$ cat src/rtl/o_pkg.sv
// Shared constants for the o_dec unary screening stage.
// Holds the reset values of the output stage and the default parameter values.
// Optional build macro used by the block: O_DEC_REJECT_FWD_EN.
package o_pkg;

    // Default parameter values of the stage.
    localparam int DEF_W      = 16;
    localparam int DEF_CMP_EN = 1;
    localparam int DEF_CW     = 8;

    // Reset state of the output entry and of the buffer occupancy flags.
    localparam logic RST_VLD = 1'b0;
    localparam logic RST_CMP = 1'b0;
    localparam logic RST_ERR = 1'b0;

endpackage

$ cat src/rtl/o_dec_adm.sv
// Purpose : combinational admission check of a W-bit thermometer vector plus popcount.
// Latency : 0 cycles (pure combinational).
// Backpr. : none; evaluated on every input, the caller qualifies it with the handshake.
// Ports   : x_i vector in; admit_o = vector is a legal unary form; k_o = unary count;
//           cmp_o = vector was in complemented form (only meaningful with admit_o).
module o_dec_adm
    import o_pkg::*;
#(
    parameter  int W      = DEF_W,
    parameter  int CMP_EN = DEF_CMP_EN,
    localparam int KW     = $clog2(W)
) (
    input  logic [W-1:0]  x_i,
    output logic          admit_o,
    output logic [KW-1:0] k_o,
    output logic          cmp_o
);

    logic [W-1:0] src;
    logic         is_mask;

    always_comb begin
        // An MSB of 1 can only ever be legal as the complemented form: the plain
        // form tops out at 2^(W-1)-1, so all-ones falls to the complement side.
        cmp_o   = x_i[W-1];
        src     = cmp_o ? ~x_i : x_i;
        // src is of the form 2^k-1 exactly when adding one clears every set bit.
        is_mask = ((src & (src + W'(1))) == '0);
        admit_o = is_mask && (!cmp_o || (CMP_EN != 0));

        // Admitted sources have at most W-1 ones, which always fits in KW bits.
        k_o = '0;
        for (int i = 0; i < W; i++) begin
            k_o = k_o + KW'(src[i]);
        end
    end

endmodule

$ cat src/rtl/o_dec.sv
// Purpose : registered screening stage for thermometer vectors, emits count + complement flag.
// Latency : 1 cycle from input transfer to o_valid; full throughput via 2-entry skid buffer.
// Backpr. : o_ready = !skid_valid (registered); stalled output holds o_k/o_is_compliment.
// Ports   : clk/rst_n (sync, active-low); i_valid/i_x/o_ready input side;
//           o_valid/o_k/o_is_compliment/i_ready output side; o_reject_cnt saturating counter.
// Macro   : O_DEC_REJECT_FWD_EN forwards rejected vectors as k=0/cmp=0 with o_err=1.
module o_dec
    import o_pkg::*;
#(
    parameter  int W                     = DEF_W,
    parameter  int P_ADMIT_COMPLIMENT_EN = DEF_CMP_EN,
    parameter  int CW                    = DEF_CW,
    localparam int KW                    = $clog2(W)
) (
    input  logic          clk,
    input  logic          rst_n,
    input  logic          i_valid,
    input  logic [W-1:0]  i_x,
    output logic          o_ready,
    output logic          o_valid,
    output logic [KW-1:0] o_k,
    output logic          o_is_compliment,
    input  logic          i_ready,
`ifdef O_DEC_REJECT_FWD_EN
    output logic          o_err,
`endif
    output logic [CW-1:0] o_reject_cnt
);

    typedef struct packed {
        logic [KW-1:0] k;
        logic          cmp;
`ifdef O_DEC_REJECT_FWD_EN
        logic          err;
`endif
    } entry_t;

    entry_t        main_q, main_d;
    entry_t        skid_q, skid_d;
    entry_t        in_ent;
    logic          main_vld_q, main_vld_d;
    logic          skid_vld_q, skid_vld_d;
    logic [CW-1:0] rej_q, rej_d;

    logic          adm_ok;
    logic [KW-1:0] adm_k;
    logic          adm_cmp;
    logic          in_xfer;
    logic          push;
    logic          stall;

    o_dec_adm #(
        .W      (W),
        .CMP_EN (P_ADMIT_COMPLIMENT_EN)
    ) u_adm (
        .x_i     (i_x),
        .admit_o (adm_ok),
        .k_o     (adm_k),
        .cmp_o   (adm_cmp)
    );

    assign in_xfer = i_valid & o_ready;
    // Output is blocked only when the main register holds an entry nobody takes.
    assign stall   = main_vld_q & ~i_ready;

`ifdef O_DEC_REJECT_FWD_EN
    assign push = in_xfer;
`else
    assign push = in_xfer & adm_ok;
`endif

    always_comb begin
        in_ent     = '0;
        in_ent.k   = adm_ok ? adm_k : '0;
        in_ent.cmp = adm_ok & adm_cmp;
`ifdef O_DEC_REJECT_FWD_EN
        in_ent.err = ~adm_ok;
`endif
    end

    always_comb begin
        main_d     = main_q;
        main_vld_d = main_vld_q;
        skid_d     = skid_q;
        skid_vld_d = skid_vld_q;
        rej_d      = rej_q;

        if (stall) begin
            // Main is stuck; o_ready guarantees the skid slot is free for a push.
            if (push) begin
                skid_d     = in_ent;
                skid_vld_d = 1'b1;
            end
        end else if (skid_vld_q) begin
            // Main is draining or empty: refill it from skid first to keep order.
            // o_ready is low in this state, so no new entry can arrive here.
            main_d     = skid_q;
            main_vld_d = 1'b1;
            skid_vld_d = 1'b0;
        end else begin
            // Skid empty: a new entry replaces main directly, otherwise main empties.
            main_vld_d = push;
            if (push) begin
                main_d = in_ent;
            end
        end

        if (in_xfer && !adm_ok && (rej_q != '1)) begin
            rej_d = rej_q + CW'(1);
        end
    end

    always_ff @(posedge clk) begin
        if (!rst_n) begin
            main_q     <= '0;
            main_q.cmp <= RST_CMP;
`ifdef O_DEC_REJECT_FWD_EN
            main_q.err <= RST_ERR;
`endif
            skid_q     <= '0;
            main_vld_q <= RST_VLD;
            skid_vld_q <= RST_VLD;
            rej_q      <= '0;
        end else begin
            main_q     <= main_d;
            skid_q     <= skid_d;
            main_vld_q <= main_vld_d;
            skid_vld_q <= skid_vld_d;
            rej_q      <= rej_d;
        end
    end

    assign o_ready         = ~skid_vld_q;
    assign o_valid         = main_vld_q;
    assign o_k             = main_q.k;
    assign o_is_compliment = main_q.cmp;
    assign o_reject_cnt    = rej_q;
`ifdef O_DEC_REJECT_FWD_EN
    assign o_err           = main_q.err;
`endif

endmodule

$ cat config.mk
export PLATFORM = sky130hd
export DESIGN_NAME = o_dec
export DESIGN_NICKNAME = d
export VERILOG_FILES = /design/src/rtl/o_pkg.sv /design/src/rtl/o_dec_adm.sv /design/src/rtl/o_dec.sv
export SDC_FILE = /design/constraint.sdc
export NUM_CORES = 1
export LEC_CHECK = 0
export BUFFER_PORTS_ARGS = -buffer_cell sky130_fd_sc_hd__buf_2
export CAP_MARGIN = 10
export CORE_ASPECT_RATIO = 0.5
export CORE_MARGIN = 4
export CORE_UTILIZATION = 25
export DETAILED_ROUTE_END_ITERATION = 6
export GPL_TIMING_DRIVEN = 0
export PLACE_DENSITY = 0.44
export SETUP_SLACK_MARGIN = 0.5
export SLEW_MARGIN = 20
export SYNTH_ARGS = -nofsm -noshare
export SYNTH_HDL_FRONTEND = slang
export SYNTH_SLANG_ARGS = --single-unit
$ cat constraint.sdc
create_clock -name clk -period 4.9 [get_ports clk]
set_input_delay 0.49 -clock clk [delete_from_list [all_inputs] [get_ports clk]]
set_output_delay 0.49 -clock clk [all_outputs]
set_load 0.005 [all_outputs]
==> results of run 1 <==
-- worst max-delay path: stages --
cell,delay [ps]
sky130_fd_sc_hd__buf_4,150
sky130_fd_sc_hd__buf_8,140
sky130_fd_sc_hd__buf_8,140
sky130_fd_sc_hd__buf_12,150
sky130_fd_sc_hd__xor2_4,150
sky130_fd_sc_hd__ha_4,280
sky130_fd_sc_hd__inv_1,40
sky130_fd_sc_hd__o21bai_1,140
sky130_fd_sc_hd__ha_1,270
sky130_fd_sc_hd__fa_1,540
sky130_fd_sc_hd__inv_1,50
sky130_fd_sc_hd__fa_1,590
sky130_fd_sc_hd__inv_1,60
sky130_fd_sc_hd__ha_1,290
sky130_fd_sc_hd__a21o_1,150
sky130_fd_sc_hd__a21oi_1,170
sky130_fd_sc_hd__xnor2_1,190
sky130_fd_sc_hd__and4b_1,230
sky130_fd_sc_hd__a211oi_1,170
-- per-stage QoR --
stage          cell area [µm²]  std cells  hold slack (ps)
6_report                  2347        358            461.9
5_1_grt                   2347        358            483.1
4_1_cts                   2295        357            464.8
3_5_place_dp              2172        353            456.6
3_3_place_gp              2172        353            444.8
2_1_floorplan             1902        227            433.7
-- registers in the layout, indices dropped and copies added, names as in the netlist --
| name | flops |
|---|---|
| o_is_compliment | 1 |
| o_k | 4 |
| o_reject_cnt | 8 |
| o_valid | 1 |
| skid_q | 5 |
| skid_vld_q | 1 |
-- cell families after synthesis --
| logic type | share of synthesized area |
|---|---|
| adder cells (fa/ha/maj) | 0.1228 |
| AND/OR/NAND/NOR | 0.2984 |
| AO/OA/AOI/OAI | 0.1789 |
| flip-flops | 0.2112 |
| XOR/XNOR | 0.06931 |
| multiplexers | 0.05281 |
| buffers and inverters | 0.06666 |
-- Yosys cell counts (all sizes together) (6+ instances only) --
master / n / area share
inv: 12 / 0.024
nor2: 20 / 0.040
nand2: 24 / 0.048
dfxtp: 20 / 0.21
buf: 6 / 0.025
or3: 8 / 0.027
nand3: 6 / 0.022
a211oi: 7 / 0.028
fa: 6 / 0.063
ha: 9 / 0.059
clkbuf: 8 / 0.016
xor2: 8 / 0.037
nand2b: 7 / 0.023
o21ai: 6 / 0.016
nor3: 6 / 0.022
mux2i: 10 / 0.053
xnor2: 7 / 0.032
-- metal layers --
layer  GRT usage  share of wire  vias up
met5           0              0        -
met4     0.02678          0.011        0
met3     0.01232          0.032        6
met2      0.1657           0.44       34
li1            -              -      895
met1      0.1539           0.51      827
-- power groups by stage --
stage,logic [W],registers (W),clock network (W)
after floorplan,0.000225,0.000170,0
after global placement,0.000307,0.000170,0
after detailed placement,0.000313,0.000170,0
after CTS,0.000336,0.000166,0.000190
after global routing,0.000411,0.000166,0.000197
final,0.000354,0.000166,0.000189
-- worst min path at each step --
stage                     startpoint   endpoint  slack [ps]  cells after the start
after detailed placement   skid_q[4]  skid_q[4]         460                      2
after global routing       skid_q[2]  skid_q[2]         480                      2
final                      skid_q[4]  skid_q[4]         460                      2
after global placement     skid_q[4]  skid_q[4]         440                      2
after CTS                  skid_q[4]  skid_q[4]         460                      2
after floorplan            skid_q[1]  skid_q[1]         430                      2
-- what timing repair did --
item / in CTS / in global routing
pin swaps: 5 / 6
gates resized for setup: 7 / 7
setup endpoints to repair: 4 / 2
hold buffers: 0 / 0
setup buffers: 0 / 1
-- area by class of cell --
| cell class | instances | area share |
|---|---|---|
| repair buffers | 31 | 0.06823 |
| plain buffers | 14 | 0.04638 |
| flip-flops and latches | 20 | 0.1706 |
| multi-input cells | 180 | 0.6050 |
| inverters | 13 | 0.02079 |
| well taps | 96 | 0.05117 |
| clock buffers | 4 | 0.03785 |
==> results by group, run 1 <==
Status
  – Outcome: finished clean

STA
  – Final Hold Violating Endpoints: 0
  – Final critical delay including setup and external delays: 4231 ps
  – Worst slew pin tran: 486.6 ps
  – Total negative setup slack: 0 ps
  – Max frequency: 236.3 MHz
  – Final critical-path setup slack: 668.8 ps
  – Fin crit share: 0.8635
  – Clock skew: 4.910 ps
  – RSZ-0062 raised after global routing: no
  – Slew HR: 0.6756
  – Max Transition Viols Final: 0
  – Setup violations, final: 0

Logic synthesis
  – Yosys cell types: 57
  – Fraction of registers with async set or reset after synthesis: 0
  – Mapped cell area: 1896 µm²
  – Syn Nets: 262
  – Most used flip-flop cell after synthesis: sky130_fd_sc_hd__dfxtp_1
  – EDFF count, synth: 0
  – Number of synthesized register bits: 20
  – Portion of the post-synthesis area used by sequential elements: 0.2112
  – Synthesis warning total: 0
  – Post-synthesis cell count: 227
  – Mean area per synthesized cell: 8.351 µm²

Place
  – HPWL after detailed placement: 3.807 mm
  – Number of input and output port buffers inserted: 30
  – DP Worst Slack: 0.07949 ps
  – Placer Congestion: 0.8209

Critical path
  – Worst setup SP type: input pin
  – First element of the critical path: i_x[15]
  – Capturing point of the worst reg2reg path: o_reject_cnt[3]
  – Data arrival time of the critical path: 4400 ps
  – Slack of the worst reg-to-reg path: 2780 ps
  – Setup crit end: o_k[3]
  – Path depth of the worst reg2reg path: 8
  – Critical Path Fanout Max: 10
  – Class of the most critical setup path: input pin to flip-flop
  – Capturing element type of the critical path: flip-flop
  – RR Startpoint: o_reject_cnt[0]
  – Required time reported for the critical path endpoint: 5070 ps

Flow run
  – Maximum capacitance violations: 0

Routing
  – Remaining antenna violation count after routing: 0
  – Via density: 4.922
  – DRC violation count after routing: 0
  – Final Routed Wirelength: 4.842 mm
  – Total number of vias: 1762
  – Total iterations of the first detailed-routing run: 4
  – Initial drt markers: 91
  – Mean routed wirelength per cell: 13.53 µm

Global route
  – Initial antenna violation count: 0
  – Pin count of the biggest net entering global routing: 12
  – Number of global-route vias before repair: 1696
  – Total gr overflow: 0
  – Global-route wire length before repair: 8.197 mm
  – Tot GR Track Use: 0.1055

Finish
  – Number of antenna cells inserted: 0
  – Sequential standard cell area: 400.4 µm²
  – # fillers: 761
  – Core utilization of the finished layout: 0.3194
  – Share of post-route cells with drive strength above 1: 0.2366
  – Commonest non-fill, non-tap cells in the layout: sky130_fd_sc_hd__buf_2 (31), sky130_fd_sc_hd__nand2_1 (24), sky130_fd_sc_hd__nor2_1 (20), sky130_fd_sc_hd__dfxtp_1 (20), sky130_fd_sc_hd__inv_1 (12)
  – Growth of design area from synthesis to finish: 23.83%
  – Most common cell after layout, fill and taps aside: sky130_fd_sc_hd__buf_2
  – Combined area of the multi-input logic cells: 1420 µm²
  – Fin nets: 298

Floorplan
  – Core region area: 7350 µm²
  – Vertical extent of the die: 69.57 µm
  – Placement Rows: 22
  – Die ar.: 9124 µm²
  – Initial standard-cell utilization of the core: 0.2579
  – Horizontal extent of the die: 131.1 µm
  – I/O pin count: 35

CTS
  – Clock Path Buffers: 2
  – Sink count of the clock tree: 20
  – Clock Pin Slew Worst Setup and Hold Paths: 60 ps
  – Root Buffer: sky130_fd_sc_hd__clkbuf_16
  – Number of clock buffers inserted by TritonCTS: 3
  – CTS H-tree depth: 1
  – Clock tree from TritonCTS: done
  – Clock network latency to the later pin of the worst-skew pair: 260 ps

Power
  – VDD IR max: 0.00009790 V
  – Clk pwr share: 0.266
  – P per Cell Area: 302.0 nW/µm²
  – Sw Share: 0.3541
  – Sequential group share of total power: 0.234
  – Psw: 0.0002510 W
  – Leakage power: 0.9730 nW
  – Total design power: 0.0007088 W
  – Logic pwr share: 0.499
  – Cell-internal power: 0.0004579 W

Hold path
  – Class of the tightest hold or removal check: flip-flop to flip-flop
Note: power is estimated with default switching activity, not from simulation.
==> run 2, diff against run 1 <==
--- a/config.mk
+++ b/config.mk
@@ -17,4 +17,5 @@
 export SLEW_MARGIN = 20
 export SYNTH_ARGS = -nofsm -noshare
 export SYNTH_HDL_FRONTEND = slang
+export SYNTH_HIERARCHICAL = 1
 export SYNTH_SLANG_ARGS = --single-unit
==> run 2 against run 1 <==
Via count shrank 6.7%. Sequential power is essentially flat. Synthesized cell count down 6.6%. Clock power decreased by 14%. Cell count down 3.6%. Non-clock buffer count grew 1. Critical path type unchanged.
==> results by group, run 2 <==
Logic synthesis
  – Syn Nets: 250 (-4.6%)
  – Yosys cell types: 62 (+8.8%)
  – Number of synthesized register bits: 20 (unchanged)
  – Post-synth top area share: 0.2083 (-0.002888)
  – Post-synthesis cell count: 212 (-6.6%)
  – EDFF count, synth: 0 (unchanged)
  – Synthesis warning total: 6 (+6)
  – Cell types with the largest area share after synthesis: sky130_fd_sc_hd__dfxtp_1 (21%), sky130_fd_sc_hd__fa_1 (9.4%), sky130_fd_sc_hd__ha_1 (5.9%)
  – Most numerous cell in the Yosys netlist: sky130_fd_sc_hd__nor2_1
  – Fraction of registers with async set or reset after synthesis: 0 (unchanged)
  – Portion of the post-synthesis area used by sequential elements: 0.2083 (-0.002888)
  – Commonest cells in the synthesized netlist: sky130_fd_sc_hd__nor2_1 (22), sky130_fd_sc_hd__inv_1 (21), sky130_fd_sc_hd__dfxtp_1 (20), sky130_fd_sc_hd__xor2_1 (11)
  – Mean area per synthesized cell: 9.065 µm² (+8.6%)
  – Most used flip-flop cell after synthesis: sky130_fd_sc_hd__dfxtp_1
  – Mapped cell area: 1922 µm² (+1.4%)
  – Biggest area consumer among synthesized cells: sky130_fd_sc_hd__dfxtp_1

STA
  – Worst slew pin tran: 588.5 ps (+101.9 ps)
  – Fin crit share: 0.8563 (-0.007219)
  – Clock skew: 2.814 ps (-2.096 ps)
  – Final critical delay including setup and external delays: 4196 ps (-35.37 ps)
  – Max Transition Viols Final: 0 (unchanged)
  – Slew HR: 0.6062 (-0.06938)
  – Total negative setup slack: 0 ps (unchanged)
  – Max frequency: 238.3 MHz (+0.84%)
  – Hold WS: 493.2 ps (+31.30 ps)
  – Setup violations, final: 0 (unchanged)
  – RSZ-0062 raised after global routing: no
  – Final Hold Violating Endpoints: 0 (unchanged)

Critical path
  – Crit-path cells: buf_6 > buf_12 > buf_8 > buf_12 > xor2_1 > fa_1 > fa_1 > fa_1 > inv_1 > fa_1 > inv_1 > ha_1 > inv_1 > fa_2 > inv_2 > a22oi_2 > a211oi_1
  – Class of the most critical setup path: input pin to flip-flop
  – Data arrival time of the critical path: 4360 ps (-40 ps)
  – Worst stage delay on the critical path: 530 ps (-60 ps)
  – Cell repeated most along the worst path: sky130_fd_sc_hd__fa_1
  – Capturing element type of the critical path: flip-flop
  – Path depth of the worst reg2reg path: 5 (-3)
  – Critical Path Fanout Max: 10 (unchanged)
  – Slowest cell on crit path: sky130_fd_sc_hd__fa_1
  – Worst setup SP type: input pin
  – Required time reported for the critical path endpoint: 5060 ps (about the same)

Global route
  – Initial antenna violation count: 0 (unchanged)
  – Busiest metal layer after global routing: met2
  – Met2 global-route usage: 0.1555 (-0.01021)
  – Pin count of the biggest net entering global routing: 11 (-1)
  – Tot GR Track Use: 0.1030 (-0.002570)
  – Global-route wire length before repair: 7.948 mm (-3.0%)
  – Met3 demand-to-capacity share in global routing: 0.02230 (+0.009983)
  – GR Layer Usage met1: 0.1513 (-0.002601)
  – Number of global-route vias before repair: 1551 (-8.5%)
  – Total gr overflow: 0 (unchanged)

Routing
  – Remaining antenna violation count after routing: 0 (unchanged)
  – DRC violation count after routing: 0 (unchanged)
  – Mean routed wirelength per cell: 13.82 µm (+2.2%)
  – Final Routed Wirelength: 4.768 mm (-1.5%)
  – Via density: 4.765 (-3.2%)
  – Total number of vias: 1644 (-6.7%)
  – Initial drt markers: 100 (+9.9%)
  – Total iterations of the first detailed-routing run: 4 (unchanged)

CTS
  – Root Buffer: sky130_fd_sc_hd__clkbuf_16
  – CTS H-tree depth: 1 (unchanged)
  – Clock Path Buffers: 2 (unchanged)
  – Number of clock buffers inserted by TritonCTS: 3 (unchanged)
  – Clock Pin Slew Worst Setup and Hold Paths: 50 ps (about the same)
  – Clock tree from TritonCTS: done
  – Clock network latency to the later pin of the worst-skew pair: 250 ps (about the same)
  – Sink count of the clock tree: 20 (unchanged)

Floorplan
  – Horizontal extent of the die: 132.0 µm (+0.65%)
  – Vertical extent of the die: 70.00 µm (+0.61%)
  – I/O pin count: 35 (unchanged)
  – Placement Rows: 22 (unchanged)
  – Die ar.: 9239 µm² (+1.3%)
  – Core region area: 7405 µm² (+0.75%)
  – Initial standard-cell utilization of the core: 0.2595 (+0.001631)

Power
  – Logic pwr share: 0.583 (+0.084)
  – Clk pwr share: 0.205 (-0.061)
  – VDD IR max: 0.0001064 V (+8.6%)
  – Sequential group share of total power: 0.211 (-0.023)
  – Cell-internal power: 0.0004932 W (+7.7%)
  – Sw Share: 0.3775 (+0.02341)
  – Leakage power: 1.039 nW (+6.8%)
  – Psw: 0.0002990 W (+19%)
  – P per Cell Area: 333.6 nW/µm² (+10%)

Hold path
  – Hold Crit Depth: 3 (+1)
  – Class of the tightest hold or removal check: input pin to flip-flop

Place
  – Cells after DPL: 337 (-4.5%)
  – Number of input and output port buffers inserted: 29 (-3.3%)
  – Placer Congestion: 0.8398 (+2.3%)
  – HPWL after detailed placement: 3.820 mm (+0.35%)

Finish
  – Non-filler instance count after layout: 345 (-3.6%)
  – Growth of design area from synthesis to finish: 23.57%
  – Share of post-route cells with drive strength above 1: 0.2851 (+0.04850)
  – Number of antenna cells inserted: 0 (unchanged)
  – Most common cell after layout, fill and taps aside: sky130_fd_sc_hd__buf_2
  – Commonest non-fill, non-tap cells in the layout: sky130_fd_sc_hd__buf_2 (31), sky130_fd_sc_hd__nor2_1 (22), sky130_fd_sc_hd__dfxtp_1 (20)
  – Fin nets: 289 (-3.0%)
  – Flip-flop count of the largest register after layout: 8 (unchanged)

Flow run
  – Maximum capacitance violations: 0 (unchanged)

Status
  – Outcome: finished clean
run 2: kinds of logic (layout without fill, tap and decap cells):
family          Yosys count  count (layout)  share of synthesized area
flops                    20              20                     0.2083
compound gates           51              51                     0.1999
mux                       7               7                    0.03646
xor+xnor                 18              18                    0.08984
buf+inv                  34              71                    0.09830
simple gates             64              64                     0.2149
fa+ha+maj                18              18                     0.1523
run 2: area by class of cell:
cell class	instances	area, µm²
Fill cell	771	5030
Tap cell	96	120.1
Multi-Input combinational cell	158	1385
Inverter	22	82.58
Sequential cell	20	400.4
Timing Repair Buffer	34	182.7
Clock buffer	3	75.07
Buffer	12	128.9
run 2: per-layer routing:
metal  vias to the layer above  wire, µm  part of all wire
met5                         -         0                 0
met1                       783      2457              0.52
met4                         0        14            0.0029
met2                        36      2062              0.43
li1                        823         -                 -
met3                         2       233             0.049
run 2: path summary, 6_finish.rpt:
| kind | startpoint | slack (ps) | endpoint |
|---|---|---|---|
| max | i_x[15] | 700 | o_k[1] |
| min | i_x[15] | 490 | skid_q[0] |
| max reg2reg | skid_vld_q | 3300 | o_reject_cnt[5] |
| min reg2reg | skid_q[4] | 500 | skid_q[4] |
run 2: through the flow:
stage,setup slack (ps),util,cell area (µm²),power (W)
after global routing,465.8,0.3207,2375,0.0008771
after floorplan,528.5,-,1938,0.0004763
after detailed placement,209.7,0.2976,2203,0.0005622
final,704.2,0.3207,2375,0.0007922
after CTS,543.4,0.3097,2293,0.0007484
after global placement,271.8,0.2976,2203,0.0005518
run 2: timing repair:
action / 4_1_cts / 5_1_grt
pin swaps: 1 / 6
hold buffers: 0 / 0
buffers inserted: 1 / 4
gates resized for setup: 1 / 9
setup endpoints to repair: 3 / 6
run 2: power by group through the flow:
stage                     clock network [W]  registers (W)  logic [W]
after global placement                    0       0.000171   0.000381
final                              0.000163       0.000167   0.000462
after detailed placement                  0       0.000171   0.000391
after floorplan                           0       0.000171   0.000306
after CTS                          0.000172       0.000167   0.000409
after global routing               0.000180       0.000168   0.000530
run 2: critical path: cells and delay by family:
family                     cells  cell delay, ps
buffers and inverters          8             770
adders and majority gates      6            2690
xor gates and xnor gates       1             170
AOI/OAI and AO/OA              2             230
